### config.mk
export PLATFORM = sky130hd
export DESIGN_NAME = rr_arbiter_4
export DESIGN_NICKNAME = d
export VERILOG_FILES = /design/src/rtl/rr_arb_pkg.sv /design/src/rtl/arb_onehot_dec.sv /design/src/rtl/rr_arbiter_4.sv
export SDC_FILE = /design/constraint.sdc
export NUM_CORES = 1
export LEC_CHECK = 0
export BUFFER_PORTS_ARGS = -buffer_cell sky130_fd_sc_hd__buf_2
export CELL_PAD_IN_SITES_DETAIL_PLACEMENT = 2
export CELL_PAD_IN_SITES_GLOBAL_PLACEMENT = 2
export CORE_UTILIZATION = 25
export CTS_CLUSTER_DIAMETER = 60
export DETAILED_ROUTE_END_ITERATION = 6
export MAX_ROUTING_LAYER = met4
export PLACE_DENSITY_LB_ADDON = 0.1
export REMOVE_ABC_BUFFERS = 1
export SYNTH_ARGS = -nofsm -noshare
export SYNTH_HDL_FRONTEND = slang
export SYNTH_HIERARCHICAL = 1
export SYNTH_SLANG_ARGS = --single-unit
### constraint.sdc
create_clock -name clk -period 1.3 [get_ports clk]
set_input_delay 0.13 -clock clk [delete_from_list [all_inputs] [get_ports clk]]
set_output_delay 0.13 -clock clk [all_outputs]
set_load 0.01 [all_outputs]
### src/rtl/rr_arb_pkg.sv
// Shared types and helpers for the 4-way round-robin arbiter.
// Latency: n/a (package only).
// Backpressure: n/a (package only).
package rr_arb_pkg;

  localparam int N_REQ = 4;
  localparam int IDX_W = 2;

  typedef enum logic {IDLE, BUSY} arb_state_t;

  // Returns the first set request scanning ptr+1, ptr+2, ptr+3, ptr (mod 4).
  // The loop runs from the farthest candidate to the nearest, so the nearest
  // set bit is the one written last and wins. The 2-bit index wraps for free.
  // Callers only use the result when req is non-zero.
  function automatic logic [IDX_W-1:0] rr_pick(input logic [N_REQ-1:0] req,
                                               input logic [IDX_W-1:0] ptr);
    logic [IDX_W-1:0] cand;
    rr_pick = ptr;
    for (int k = N_REQ; k >= 1; k--) begin
      cand = ptr + IDX_W'(k);
      if (req[cand]) rr_pick = cand;
    end
  endfunction

endpackage

### src/rtl/arb_onehot_dec.sv
// 2-to-4 one-hot decoder with enable; output is all-zero when en=0.
// Latency: combinational.
// Backpressure: none.
// Ports: en (enable), idx[1:0] (index to decode), oh[3:0] (one-hot result).
module arb_onehot_dec
  import rr_arb_pkg::*;
(
  input  logic             en,
  input  logic [IDX_W-1:0] idx,
  output logic [N_REQ-1:0] oh
);

  always_comb begin
    oh = '0;
    if (en) oh[idx] = 1'b1;
  end

endmodule

### src/rtl/rr_arbiter_4.sv
// Round-robin arbiter, 4 requesters, locked grant held until the owner releases.
// Latency: grant rises 1 cycle after req is sampled in IDLE; one IDLE cycle between grants.
// Backpressure: other requesters wait while BUSY; release on done or owner withdrawing req.
// Ports: clk, rst (sync, active-high), req[3:0], done -> grant[3:0], gnt_idx[1:0],
//        gnt_valid, timeout.
// Optional: define RR_ARB_TIMEOUT_EN to force a release after MAX_HOLD BUSY cycles
//           (timeout pulses for one cycle); otherwise timeout is tied low.
module rr_arbiter_4
  import rr_arb_pkg::*;
#(
  parameter int MAX_HOLD = 16
) (
  input  logic             clk,
  input  logic             rst,
  input  logic [N_REQ-1:0] req,
  input  logic             done,
  output logic [N_REQ-1:0] grant,
  output logic [IDX_W-1:0] gnt_idx,
  output logic             gnt_valid,
  output logic             timeout
);

  arb_state_t       state;
  logic [IDX_W-1:0] ptr;       // last owner; lowest priority on the next pick
  logic             owner_rel; // owner asked to give up the resource
  logic             force_rel; // hold limit reached with no owner release

  // Both release causes in the same cycle collapse into a single release.
  assign owner_rel = done | ~req[gnt_idx];

`ifdef RR_ARB_TIMEOUT_EN
  localparam int CNT_W = $clog2(MAX_HOLD + 1);

  logic [CNT_W-1:0] hold_cnt;
  logic             timeout_q;

  assign force_rel = (hold_cnt == CNT_W'(MAX_HOLD - 1)) & ~owner_rel;
  assign timeout   = timeout_q;
`else
  // Without the hold limit the parameter has no consumer; this keeps it referenced.
  logic unused_max_hold;
  assign unused_max_hold = (MAX_HOLD > 0);

  assign force_rel = 1'b0;
  assign timeout   = 1'b0;
`endif

  always_ff @(posedge clk) begin
    if (rst) begin
      state     <= IDLE;
      gnt_idx   <= '0;
      gnt_valid <= 1'b0;
      ptr       <= IDX_W'(N_REQ - 1);
`ifdef RR_ARB_TIMEOUT_EN
      hold_cnt  <= '0;
      timeout_q <= 1'b0;
`endif
    end else begin
`ifdef RR_ARB_TIMEOUT_EN
      timeout_q <= 1'b0;
`endif
      case (state)
        IDLE: begin
          // done is deliberately not looked at here.
          if (|req) begin
            gnt_idx   <= rr_pick(req, ptr);
            gnt_valid <= 1'b1;
            state     <= BUSY;
`ifdef RR_ARB_TIMEOUT_EN
            hold_cnt  <= '0;
`endif
          end
        end
        BUSY: begin
          if (owner_rel | force_rel) begin
            state     <= IDLE;
            gnt_valid <= 1'b0;
            ptr       <= gnt_idx;
`ifdef RR_ARB_TIMEOUT_EN
            timeout_q <= force_rel;
`endif
          end else begin
`ifdef RR_ARB_TIMEOUT_EN
            hold_cnt  <= hold_cnt + 1'b1;
`endif
          end
        end
        default: begin
          state     <= IDLE;
          gnt_valid <= 1'b0;
        end
      endcase
    end
  end

  // gnt_valid mirrors the BUSY state, so grant is zero whenever IDLE.
  arb_onehot_dec u_dec (
    .en  (gnt_valid),
    .idx (gnt_idx),
    .oh  (grant)
  );

endmodule

==> impl_summary.log <==
INFO  metric result_of_the_run = completed
INFO  metric synth.top_cells.by_area = dfxtp_1, mux2i_1, inv_1, nor2_1, and3b_1
INFO  metric fp-row-count = 14
INFO  metric setup_viol = 0
INFO  metric crit_arrival = approximately 1.1 ns
INFO  metric crit_path_max_incr_delay = ~0.36 ns
INFO  metric place_area = a little under 500 um2
INFO  metric path_class_of_the_lowest_slack_min_delay_path = primary input to flop
INFO  metric synthesis.instances = 47
INFO  metric drv_slew = 0
INFO  metric total_power = approximately 600 uW
INFO  metric antenna_diode_count = 0
INFO  metric vdd.ir_drop.worst = around 320 uV
INFO  metric drt_pass1_iterations = 1
INFO  metric worst_path_max_delay_cell = dfxtp_2
INFO  metric clock_tree.buffer_depth = 2
INFO  metric regToRegStartpoint = ptr[1]$_SDFFE_PP1P_
INFO  metric number_of_storage_elements_in_the_synthesis_netlist = 6
INFO  metric initialDrtViolationCount = 0
INFO  metric die_width = between 40 and 50 um
INFO  metric use_met2 = 0.250
INFO  metric vias_per_cell = 5.13
INFO  metric fin_crit_sh = 0.915
INFO  metric rsz0062_at_grt = no
INFO  metric floorplan.core_area = roughly 0.0015 mm2
INFO  metric min_delay_worst_endpoint = gnt_idx[0]$_SDFFE_PP0P_
INFO  metric grt_antenna_before_repair = 0
INFO  metric grt_util_met3 = 0.0431
INFO  metric ios = 15
INFO  metric synth.cell_area = between 400 and 500 um2
INFO  metric post_synth_most_frequent_cells = dfxtp_1, inv_1, nor2_1, mux2i_1, nand2_1
INFO  metric cts_made_buffers = 3
INFO  metric htreeDepth = 1
INFO  metric postRouteAntennaNets = 0
INFO  metric timing.setup.tns = 0 ns
INFO  metric ys.flop_type = dfxtp_1
INFO  metric synth_area_per_cell = around 8.5 um2
INFO  metric final_replace_weighted_congestion = approximately 0.81
INFO  metric cp_max_fo = 6
INFO  metric synth-edff-count = 0
INFO  metric synth_async_sr_flop_share = 0
INFO  metric wire_length_of_the_first_global_routing_pass = around 2100 um
INFO  metric path_class = flop to output port
INFO  metric synth_cell_type_count = 26
INFO  metric tritoncts = yes
INFO  metric ff2ff_path_depth = 3
INFO  metric num-nets-final = 73
INFO  metric max-cap-violations = 0
INFO  metric clk_root_buffer_cell = clkbuf_4
INFO  metric insertion_delay = approximately 0.25 ns
INFO  metric r2r_endpoint = gnt_idx[1]$_SDFFE_PP0P_
INFO  metric timing.critical_path.required = around 1.2 ns
INFO  metric yosys_warnings = 6
INFO  metric dp.final_hpwl = about 950 um
INFO  metric timing.final.crit_period = approximately 1.2 ns
INFO  metric layout.filler_cells = about 190
INFO  metric worst_clock_skew = 0.00364 ns
INFO  metric use_met1 = 0.206
INFO  metric worst_hold_path.num_cells = 2
INFO  metric layout-drive-gt1-share = 0.406
INFO  metric post-cts-setup-buffer-count = 0
INFO  metric totalWireLength = between 1000 and 1500 um
INFO  metric timing.final.hold_violations = 0
INFO  metric critPathCaptureType = output port
INFO  metric reg2reg_slack = about 0.14 ns
INFO  metric cp_cell_sequence = buf_4, and3b_1, buf_2
INFO  metric hold_start = rst
INFO  metric share_of_synthesized_area_occupied_by_flip_flops_and_latches = 0.300
INFO  metric finalInstanceArea = 519 um2
INFO  metric detailroute.via_count = slightly above 400
INFO  metric chipHeight = 42.0 um
INFO  metric timing.fmax = roughly 840 MHz
INFO  metric numPortBuffers = 13
INFO  metric grt_use_total = 0.173
INFO  metric yosysMostFrequentCell = dfxtp_1
INFO  metric static_leak = between 0.0002 and 0.0003 uW
INFO  metric p_per_area = 1160 mW/mm2
INFO  metric final.hold.worst_slack = 0.103 ns
INFO  metric synthesis_to_finish_area_growth = 29.7%
INFO  metric netlist.top_cell.by_area = dfxtp_1
INFO  metric worst_setup_hold_path_clk_slew = ~0.040 ns
INFO  metric share_of_the_synthesized_area_in_the_top_cell_type = 0.300
INFO  metric detail_route.wl_per_cell = between 15 and 20 um
INFO  metric busiest_layer = met2
INFO  metric globalRouteOverflowTotal = 0
INFO  metric final_core_utilization = 0.345
INFO  metric clock_sink_count = 6
INFO  metric post-route-drc-count = 0
INFO  metric maximum_number_of_pins_on_one_net_before_global_route_repair = 9
INFO  metric initial_core_util = 0.266
INFO  metric die_area = ~0.0018 mm2
INFO  metric worstSetupStartpointType = flop
INFO  metric vias_in_the_first_global_route = ~450
-- how the worst max path moves through the flow --
stage,from,to,cells after the start
floorplan,gnt_idx[0]$_SDFFE_PP0P_,ptr[0]$_SDFFE_PP1P_,4
global placement,gnt_idx[0]$_SDFFE_PP0P_,ptr[1]$_SDFFE_PP1P_,4
detailed placement,gnt_idx[0]$_SDFFE_PP0P_,ptr[0]$_SDFFE_PP1P_,4
CTS,gnt_idx[0]$_SDFFE_PP0P_,grant[2],3
global route,ptr[1]$_SDFFE_PP1P_,gnt_idx[1]$_SDFFE_PP0P_,4
finish,gnt_idx[0]$_SDFFE_PP0P_,grant[2],3
-- layout by cell type (no fill, tap or decap), types with 2 or more instances in the layout --
cell type and instances:
buf_4 2, inv_1 5, nor2_1 4, clkbuf_4 3, nand2b_1 2, o221ai_1 2
nor2_2 2, dfxtp_1 5, a21oi_1 2, mux2i_1 3, and3b_1 2, nand2_1 3
buf_2 13
-- cells by family (layout without fill, tap and decap cells) --
kind of cell           after synthesis  after routing  synth area share
AO/OA/AOI/OAI                       13             13             0.294
buffers and inverters                6             23            0.0656
flip-flops                           6              6             0.300
multiplexers                         3              3            0.0750
other                                1              1           0.00937
AND/OR/NAND/NOR                     18             18             0.256
-- through the flow --
stage,cells,setup WS (ns)
finish,80,0.111
global route,80,0.0234
CTS,80,0.0288
detailed placement,77,0.0484
global placement,77,0.0192
floorplan,46,0.0614
-- registers in the layout (all words and copies together) (netlist names) --
signal / count
state: 1
ptr: 2
gnt_valid: 1
gnt_idx: 2
-- cell type report --
cell class                      count  area, um2  share of cell area
Sequential cell                     6        121               0.234
Multi-Input combinational cell     35        256               0.494
Inverter                            5       18.8              0.0361
Tap cell                           16       20.0              0.0386
Clock buffer                        3       22.5              0.0434
Timing Repair Buffer               15       80.1               0.154
-- repair_timing --
action                     4_1_cts  5_1_grt
resized for setup                0        2
setup endpoints to repair        0        4
hold buffers                     0        0
-- power by group --
group / total (uW) / switching, uW / internal [uW]
clock: 177 / 72.7 / 105
sequential: 238 / 29.6 / 208
combinational: 189 / 102 / 87.8
total: 605 / 204 / 401
-- routing by layer --
metal  wire [um]  share of wire  vias up
met3          66          0.054        5
met4          44          0.036        0
li1            -              -      206
met1         577           0.47      186
met2         527           0.43       13
met5           0              0        -
-- worst max-delay path: cells and delay by family, from the launching register on --
kind,cells,cell delay [ns]
flops,1,0.36
simple gates,1,0.17
buf+inv,2,0.28
(Power assumes the default switching activity.)
